===== src/rtl/stream_range_source_if.sv =====
// stream_range_source_if
//   Bundles the call handshake, the call arguments, the output stream and the
//   completion report of stream_range_source.
//   Signals:
//     in_valid / in_ready    call request handshake (caller -> block)
//     start, step, count     call arguments, sampled on the accepting edge
//     sOut / sOut_valid /    output element stream (block -> downstream)
//       sOut_ready
//     out_valid / out_ready  completion report handshake (block -> caller)
//     emitted                elements transferred in the last call
//   Modports:
//     master  caller / environment side
//     slave   stream_range_source side
interface stream_range_source_if #(
  parameter int N = 8
);
  logic         in_valid;
  logic         in_ready;
  logic         out_valid;
  logic         out_ready;
  logic [N-1:0] start;
  logic [N-1:0] step;
  logic [N-1:0] count;
  logic [N-1:0] sOut;
  logic         sOut_valid;
  logic         sOut_ready;
  logic [N-1:0] emitted;

  modport master (
    output in_valid, out_ready, start, step, count, sOut_ready,
    input  in_ready, out_valid, sOut, sOut_valid, emitted
  );

  modport slave (
    input  in_valid, out_ready, start, step, count, sOut_ready,
    output in_ready, out_valid, sOut, sOut_valid, emitted
  );
endinterface


===== src/rtl/stream_range_source.sv =====
// stream_range_source
//   On an accepted call it emits start, start+step, start+2*step, ... (count
//   elements, modulo 2^N) on a valid/ready stream, then raises a completion
//   report carrying the number of elements transferred.
//   Ports:
//     clk   rising-edge clock
//     nRST  asynchronous active-low reset; abandons any call in progress
//     bus   stream_range_source_if.slave (call, stream and completion signals)
//   All outputs come straight from registers.

// Protocol checker: the three handshake status outputs are mutually exclusive
// and a stalled stream element holds still until it is taken.
module stream_range_source_chk #(
  parameter int N = 8
) (
  input logic         clk,
  input logic         nRST,
  input logic         in_ready,
  input logic         out_valid,
  input logic         sout_valid,
  input logic         sout_ready,
  input logic [N-1:0] sout
);
  a_status_onehot: assert property (
    @(posedge clk) disable iff (!nRST)
      $onehot({in_ready, out_valid, sout_valid})
  );

  a_stall_stable: assert property (
    @(posedge clk) disable iff (!nRST)
      (sout_valid && !sout_ready) |=> (sout_valid && $stable(sout))
  );
endmodule

module stream_range_source #(
  parameter int N = 8
) (
  input  logic                  clk,
  input  logic                  nRST,
  stream_range_source_if.slave  bus
);
  typedef enum logic [1:0] {
    ST_IDLE = 2'd0,
    ST_EMIT = 2'd1,
    ST_DONE = 2'd2
  } state_t;

  localparam logic [N-1:0] ZERO = {N{1'b0}};
  localparam logic [N-1:0] ONE  = {{(N-1){1'b0}}, 1'b1};

  state_t       state_r;
  logic [N-1:0] step_r;
  logic [N-1:0] remaining_r;
  logic [N-1:0] sout_r;
  logic [N-1:0] emitted_r;
  logic         in_ready_r;
  logic         out_valid_r;
  logic         sout_valid_r;

  logic         call_s;
  logic         xfer_s;
  logic         done_ack_s;
  logic         last_s;

  // Handshake strobes derived from the registered status flags.
  always_comb begin
    call_s     = 1'b0;
    xfer_s     = 1'b0;
    done_ack_s = 1'b0;
    last_s     = 1'b0;
    if (bus.in_valid && in_ready_r) begin
      call_s = 1'b1;
    end else begin
      call_s = 1'b0;
    end
    if (sout_valid_r && bus.sOut_ready) begin
      xfer_s = 1'b1;
    end else begin
      xfer_s = 1'b0;
    end
    if (out_valid_r && bus.out_ready) begin
      done_ack_s = 1'b1;
    end else begin
      done_ack_s = 1'b0;
    end
    // remaining_r counts elements not yet transferred, including the one on sOut.
    if (remaining_r == ONE) begin
      last_s = 1'b1;
    end else begin
      last_s = 1'b0;
    end
  end

  // Call sequencer: state, argument latches and all registered outputs.
  always_ff @(posedge clk or negedge nRST) begin
    if (!nRST) begin
      state_r      <= ST_IDLE;
      step_r       <= ZERO;
      remaining_r  <= ZERO;
      sout_r       <= ZERO;
      emitted_r    <= ZERO;
      in_ready_r   <= 1'b1;
      out_valid_r  <= 1'b0;
      sout_valid_r <= 1'b0;
    end else begin
      case (state_r)
        ST_IDLE: begin
          if (call_s) begin
            step_r      <= bus.step;
            remaining_r <= bus.count;
            sout_r      <= bus.start;
            emitted_r   <= ZERO;
            in_ready_r  <= 1'b0;
            if (bus.count != ZERO) begin
              sout_valid_r <= 1'b1;
              state_r      <= ST_EMIT;
            end else begin
              // Empty call: go straight to the completion report.
              out_valid_r <= 1'b1;
              state_r     <= ST_DONE;
            end
          end
        end

        ST_EMIT: begin
          if (xfer_s) begin
            emitted_r   <= emitted_r + ONE;
            remaining_r <= remaining_r - ONE;
            if (last_s) begin
              sout_valid_r <= 1'b0;
              out_valid_r  <= 1'b1;
              state_r      <= ST_DONE;
            end else begin
              // Wraps silently modulo 2^N; a negative step is just its
              // two's-complement bit pattern.
              sout_r <= sout_r + step_r;
            end
          end
        end

        ST_DONE: begin
          if (done_ack_s) begin
            out_valid_r <= 1'b0;
            in_ready_r  <= 1'b1;
            state_r     <= ST_IDLE;
          end
        end

        default: begin
          // Unreachable encoding: fall back to a clean idle state.
          state_r      <= ST_IDLE;
          in_ready_r   <= 1'b1;
          out_valid_r  <= 1'b0;
          sout_valid_r <= 1'b0;
        end
      endcase
    end
  end

  assign bus.in_ready   = in_ready_r;
  assign bus.out_valid  = out_valid_r;
  assign bus.sOut       = sout_r;
  assign bus.sOut_valid = sout_valid_r;
  assign bus.emitted    = emitted_r;

  stream_range_source_chk #(.N(N)) u_chk (
    .clk        (clk),
    .nRST       (nRST),
    .in_ready   (in_ready_r),
    .out_valid  (out_valid_r),
    .sout_valid (sout_valid_r),
    .sout_ready (bus.sOut_ready),
    .sout       (sout_r)
  );
endmodule

===== src/flat_wrapper.sv =====
// flat-port wrapper written by rule: the top's interface ports become plain ports
module stream_range_source_flat 
#(
  parameter int N = 8
)
  (clk, nRST, bus_in_valid, bus_out_ready, bus_start, bus_step, bus_count, bus_sOut_ready, bus_in_ready, bus_out_valid, bus_sOut, bus_sOut_valid, bus_emitted);
  stream_range_source_if #(.N(N)) bus_i ();
  input  logic clk;
  input  logic nRST;
  input wire logic [$bits(bus_i.in_valid)-1:0] bus_in_valid;
  input wire logic [$bits(bus_i.out_ready)-1:0] bus_out_ready;
  input wire logic [$bits(bus_i.start)-1:0] bus_start;
  input wire logic [$bits(bus_i.step)-1:0] bus_step;
  input wire logic [$bits(bus_i.count)-1:0] bus_count;
  input wire logic [$bits(bus_i.sOut_ready)-1:0] bus_sOut_ready;
  output wire logic [$bits(bus_i.in_ready)-1:0] bus_in_ready;
  output wire logic [$bits(bus_i.out_valid)-1:0] bus_out_valid;
  output wire logic [$bits(bus_i.sOut)-1:0] bus_sOut;
  output wire logic [$bits(bus_i.sOut_valid)-1:0] bus_sOut_valid;
  output wire logic [$bits(bus_i.emitted)-1:0] bus_emitted;
  assign bus_i.in_valid = bus_in_valid;
  assign bus_i.out_ready = bus_out_ready;
  assign bus_i.start = bus_start;
  assign bus_i.step = bus_step;
  assign bus_i.count = bus_count;
  assign bus_i.sOut_ready = bus_sOut_ready;
  assign bus_in_ready = bus_i.in_ready;
  assign bus_out_valid = bus_i.out_valid;
  assign bus_sOut = bus_i.sOut;
  assign bus_sOut_valid = bus_i.sOut_valid;
  assign bus_emitted = bus_i.emitted;
  stream_range_source #(.N(N)) u_core (.clk(clk), .nRST(nRST), .bus(bus_i));
endmodule

===== config.mk =====
export PLATFORM = sky130hd
export DESIGN_NAME = stream_range_source_flat
export DESIGN_NICKNAME = d
export VERILOG_FILES = /design/src/rtl/stream_range_source_if.sv /design/src/rtl/stream_range_source.sv /design/src/flat_wrapper.sv
export SDC_FILE = /design/constraint.sdc
export NUM_CORES = 1
export LEC_CHECK = 0
export CAP_MARGIN = 20
export CORE_ASPECT_RATIO = 1.1
export CORE_MARGIN = 8
export CORE_UTILIZATION = 47
export CTS_BUF_LIST = sky130_fd_sc_hd__clkbuf_8
export CTS_CLUSTER_DIAMETER = 60
export CTS_CLUSTER_SIZE = 20
export DETAILED_ROUTE_END_ITERATION = 16
export GPL_TIMING_DRIVEN = 0
export PLACE_DENSITY = 0.75
export SLEW_MARGIN = 20
export SYNTH_ARGS = -nofsm -noshare
export SYNTH_HDL_FRONTEND = slang
export SYNTH_SLANG_ARGS = --single-unit
export TNS_END_PERCENT = 20

===== constraint.sdc =====
create_clock -name clk -period 4.02 [get_ports clk]
set_clock_uncertainty 0.1 [all_clocks]
set_input_delay 1.005 -clock clk [delete_from_list [all_inputs] [get_ports clk]]
set_output_delay 1.005 -clock clk [all_outputs]
set_load 0.005 [all_outputs]

==> flow_metrics.env <==
export IMPL_status="finished, final reports clean"
export IMPL_worst_hold_path_num_cells=2
export IMPL_die_x_extent_microns=80.4
export IMPL_critPathMaxFanout=4
export IMPL_synth_seq_area_share=0.432
export IMPL_finalCriticalPeriod_ps=2460
export IMPL_crit_start="u_core.bus.in_ready$_DFFE_PN1P_"
export IMPL_critPathLaunchType="flip-flop"
export IMPL_grt_overflow=0
export IMPL_min_delay_path_class="flip-flop to flip-flop"
export IMPL_ctsRootBufferMaster="sky130_fd_sc_hd__clkbuf_8"
export IMPL_synth_enable_flop_cells=0
export IMPL_worstSkewPairLatency_ps=290
export IMPL_dp_final_hpwl_mm=4.07
export IMPL_die_area_sq_um=6990
export IMPL_synth_cell_type_count=52
export IMPL_power_per_cell_area_nw_per_um2=245
export IMPL_routedWlPerCell_microns=16.1
export IMPL_tritoncts_clock_tree="yes"
export IMPL_cp_required_ps=2910
export IMPL_final_common_cell="sky130_fd_sc_hd__clkdlybuf4s50_1"
export IMPL_dr_total_vias=1920
export IMPL_postSynthAreaPerCell_sq_um=9.37
export IMPL_p_total_uw=684
export IMPL_setup_worst_path_end_class="output pin"
export IMPL_final_core_utilization=0.642
export IMPL_cpPeakStageDelay_ps=550
export IMPL_synth_cell_area_sq_um=2150
export IMPL_timing_worst_setup_path_type="flip-flop to output pin"
export IMPL_detailedRoute_firstIterationViolations=163
export IMPL_buffering_stage_count_on_the_worst_path_with_inverters_included=1
export IMPL_final_antenna_net_count=0
export IMPL_synth_net_count=269
export IMPL_timing_final_crit_share=0.611
export IMPL_fin_nets=324
export IMPL_worst_path_dominant_cell_family="flip-flops"
export IMPL_cts_hold_buffers_added=0
export IMPL_post_synth_inst_count=229
export IMPL_timing_final_hold_violations=0
export IMPL_final_setup_viol_count=0
export IMPL_holdCritStartpoint="u_core.bus.sOut[6]$_DFFE_PN0P_"
export IMPL_slowest_stage="sky130_fd_sc_hd__dfstp_2"
export IMPL_timing_max_transition_violations_final=0
export IMPL_reg2reg_start="u_core.remaining_r[1]$_DFFE_PN0P_"
export IMPL_worstPathCellList="clkdlybuf4s50_1"
export IMPL_dieHeight_microns=86.9
export IMPL_yosys_warn_count=0
export IMPL_setup_tns_ps=0
export IMPL_grt_first_pass_wirelength_mm=8.94
export IMPL_gp_routability_congestion=0.853
export IMPL_n_antenna_cell=0
export IMPL_port_buffers=47
export IMPL_max_slew_worst_pin_slew_ps=613
export IMPL_synth_flop_cell="sky130_fd_sc_hd__dfrtp_1"
export IMPL_tritoncts_buffer_count=5
export IMPL_cts_htree_levels=2
export IMPL_register_to_register_path_depth=7
export IMPL_cp_arrival_ps=1350
export IMPL_clock_path_buffers=2
export IMPL_post_route_drc_count=0
export IMPL_rsz_0062_raised_after_global_routing="false"
export IMPL_viasPerCell=5.68
export IMPL_site_rows=25
export IMPL_clk_pin_slew_ps=80
export IMPL_num_fill_cells=381
export IMPL_worstHoldEndpoint="u_core.bus.sOut[6]$_DFFE_PN0P_"
export IMPL_totalWireLength_mm=5.45
export IMPL_clkSinkCount=37
export IMPL_maxCapViolations=0
export IMPL_via_count_of_the_first_global_routing_pass=1913
export IMPL_cts_setup_buffers=0
export IMPL_grt_antenna_before_repair=0
export IMPL_setup_reg_to_reg_worst_slack_ps=1850
export IMPL_post_synthesis_async_set_or_reset_flop_share=1.00
export IMPL_mostFrequentLayoutCells="sky130_fd_sc_hd__clkdlybuf4s50_1, sky130_fd_sc_hd__dfrtp_1, sky130_fd_sc_hd__nand2_1"
export IMPL_drive_above_1_share=0.106
export IMPL_regToRegEndpoint="u_core.bus.sOut[2]$_DFFE_PN0P_"
export IMPL_io_pin_count=48
export IMPL_largest_net_degree_at_the_start_of_global_routing=23
export IMPL_yosys_register_bits=37
export IMPL_max_slew_margin_rel=0.585
export IMPL_floorplan_initialDensity=0.494
export IMPL_syn2layout_area_growth_pct=30.1
export IMPL_grt_use_total=0.161
export IMPL_post_cts_resized=0
export IMPL_p_leak_uw=0.00124
export IMPL_fp_coreArea_sq_um=4350
export IMPL_fmax_mhz=407
export IMPL_vdd_ir_drop_worst_v=0.000206
export IMPL_drt_first_pass_iters=4
==> Yosys cell counts (2+ instances only) <==
library cell	count	area share
sky130_fd_sc_hd__nor2_1	17	0.030
sky130_fd_sc_hd__nand4_1	2	0.0058
sky130_fd_sc_hd__xnor2_1	2	0.0082
sky130_fd_sc_hd__buf_2	6	0.014
sky130_fd_sc_hd__dfrtp_1	36	0.42
sky130_fd_sc_hd__nand2_1	23	0.040
sky130_fd_sc_hd__o21a_1	4	0.014
sky130_fd_sc_hd__a211oi_1	3	0.010
sky130_fd_sc_hd__a21boi_0	2	0.0070
sky130_fd_sc_hd__mux2_2	7	0.037
sky130_fd_sc_hd__ha_1	10	0.058
sky130_fd_sc_hd__a21o_1	2	0.0070
sky130_fd_sc_hd__nor3_1	3	0.0070
sky130_fd_sc_hd__clkbuf_1	3	0.0052
sky130_fd_sc_hd__nand3_1	14	0.033
sky130_fd_sc_hd__o21ai_0	22	0.051
sky130_fd_sc_hd__nand4b_1	2	0.0082
sky130_fd_sc_hd__o31ai_1	2	0.0070
sky130_fd_sc_hd__nand2b_1	3	0.0087
sky130_fd_sc_hd__inv_1	7	0.012
sky130_fd_sc_hd__xor2_1	5	0.020
sky130_fd_sc_hd__a21oi_1	17	0.040
sky130_fd_sc_hd__and3_1	4	0.012
sky130_fd_sc_hd__o211ai_1	2	0.0070
sky130_fd_sc_hd__or4_1	2	0.0070
sky130_fd_sc_hd__nor4_1	3	0.0087
==> worst max path at each step <==
stage | depth (start not counted) | slack [ps] | to
5_1_grt | 6 | 1460 | u_core.bus.sOut[2]$_DFFE_PN0P_
4_1_cts | 1 | 1540 | bus_in_ready
2_1_floorplan | 8 | 1970 | u_core.bus.sOut[6]$_DFFE_PN0P_
3_3_place_gp | 1 | 970 | u_core.step_r[4]$_DFFE_PN0P_
6_report | 1 | 1560 | bus_in_ready
3_5_place_dp | 7 | 1260 | u_core.bus.sOut[0]$_DFFE_PN0P_
==> registers in the layout, summed over array words and instances (netlist names) <==
| name | flops |
|---|---|
| u_core.state_r | 2 |
| u_core.bus.sOut_valid | 1 |
| u_core.bus.out_valid | 1 |
| u_core.bus.in_ready | 1 |
| u_core.bus.emitted | 8 |
| u_core.step_r | 8 |
| u_core.remaining_r | 8 |
| u_core.bus.sOut | 8 |
==> metrics by stage <==
stage | cells | hold WS, ps | setup slack, ps | area [sq um]
floorplan | 229 | 385 | 1970 | 2150
global placement | 330 | 394 | 966 | 2680
detailed placement | 331 | 405 | 1260 | 2710
CTS | 338 | 422 | 1540 | 2790
global route | 338 | 448 | 1460 | 2790
finish | 338 | 422 | 1560 | 2790
==> metal layers <==
layer	up-vias	share of wire	wire length, microns	track usage
met5	-	0	0	0
met4	0	0.016	85	0.0579
met3	10	0.055	300	0.0486
met2	49	0.47	2580	0.248
met1	922	0.46	2490	0.207
li1	939	-	-	-
==> power breakdown <==
| part | internal (uW) | total (uW) | switching, uW |
|---|---|---|---|
| Sequential | 372 | 372 | 0 |
| Combinational | 28.3 | 43.7 | 15.4 |
| Clock | 134 | 268 | 134 |
==> cells by family (layout without fill, tap and decap cells) <==
kind of cell,after synthesis,count (layout),synth area share
simple gates,84,84,0.208
buf+inv,17,72,0.0350
flops,37,37,0.432
xor+xnor,7,7,0.0286
fa+ha+maj,11,11,0.0676
compound gates,65,65,0.187
mux,8,8,0.0414
==> cell type report <==
class	count	area, sq um	area share
multi-input cells	175	1140	0.409
flip-flops and latches	37	927	0.332
repair buffers	48	493	0.177
clock buffers	6	82.6	0.0296
well taps	54	67.6	0.0242
plain buffers	10	48.8	0.0175
inverters	7	26.3	0.00941
clock inverters	1	3.75	0.00134
Note: power is estimated with default switching activity, not from simulation.
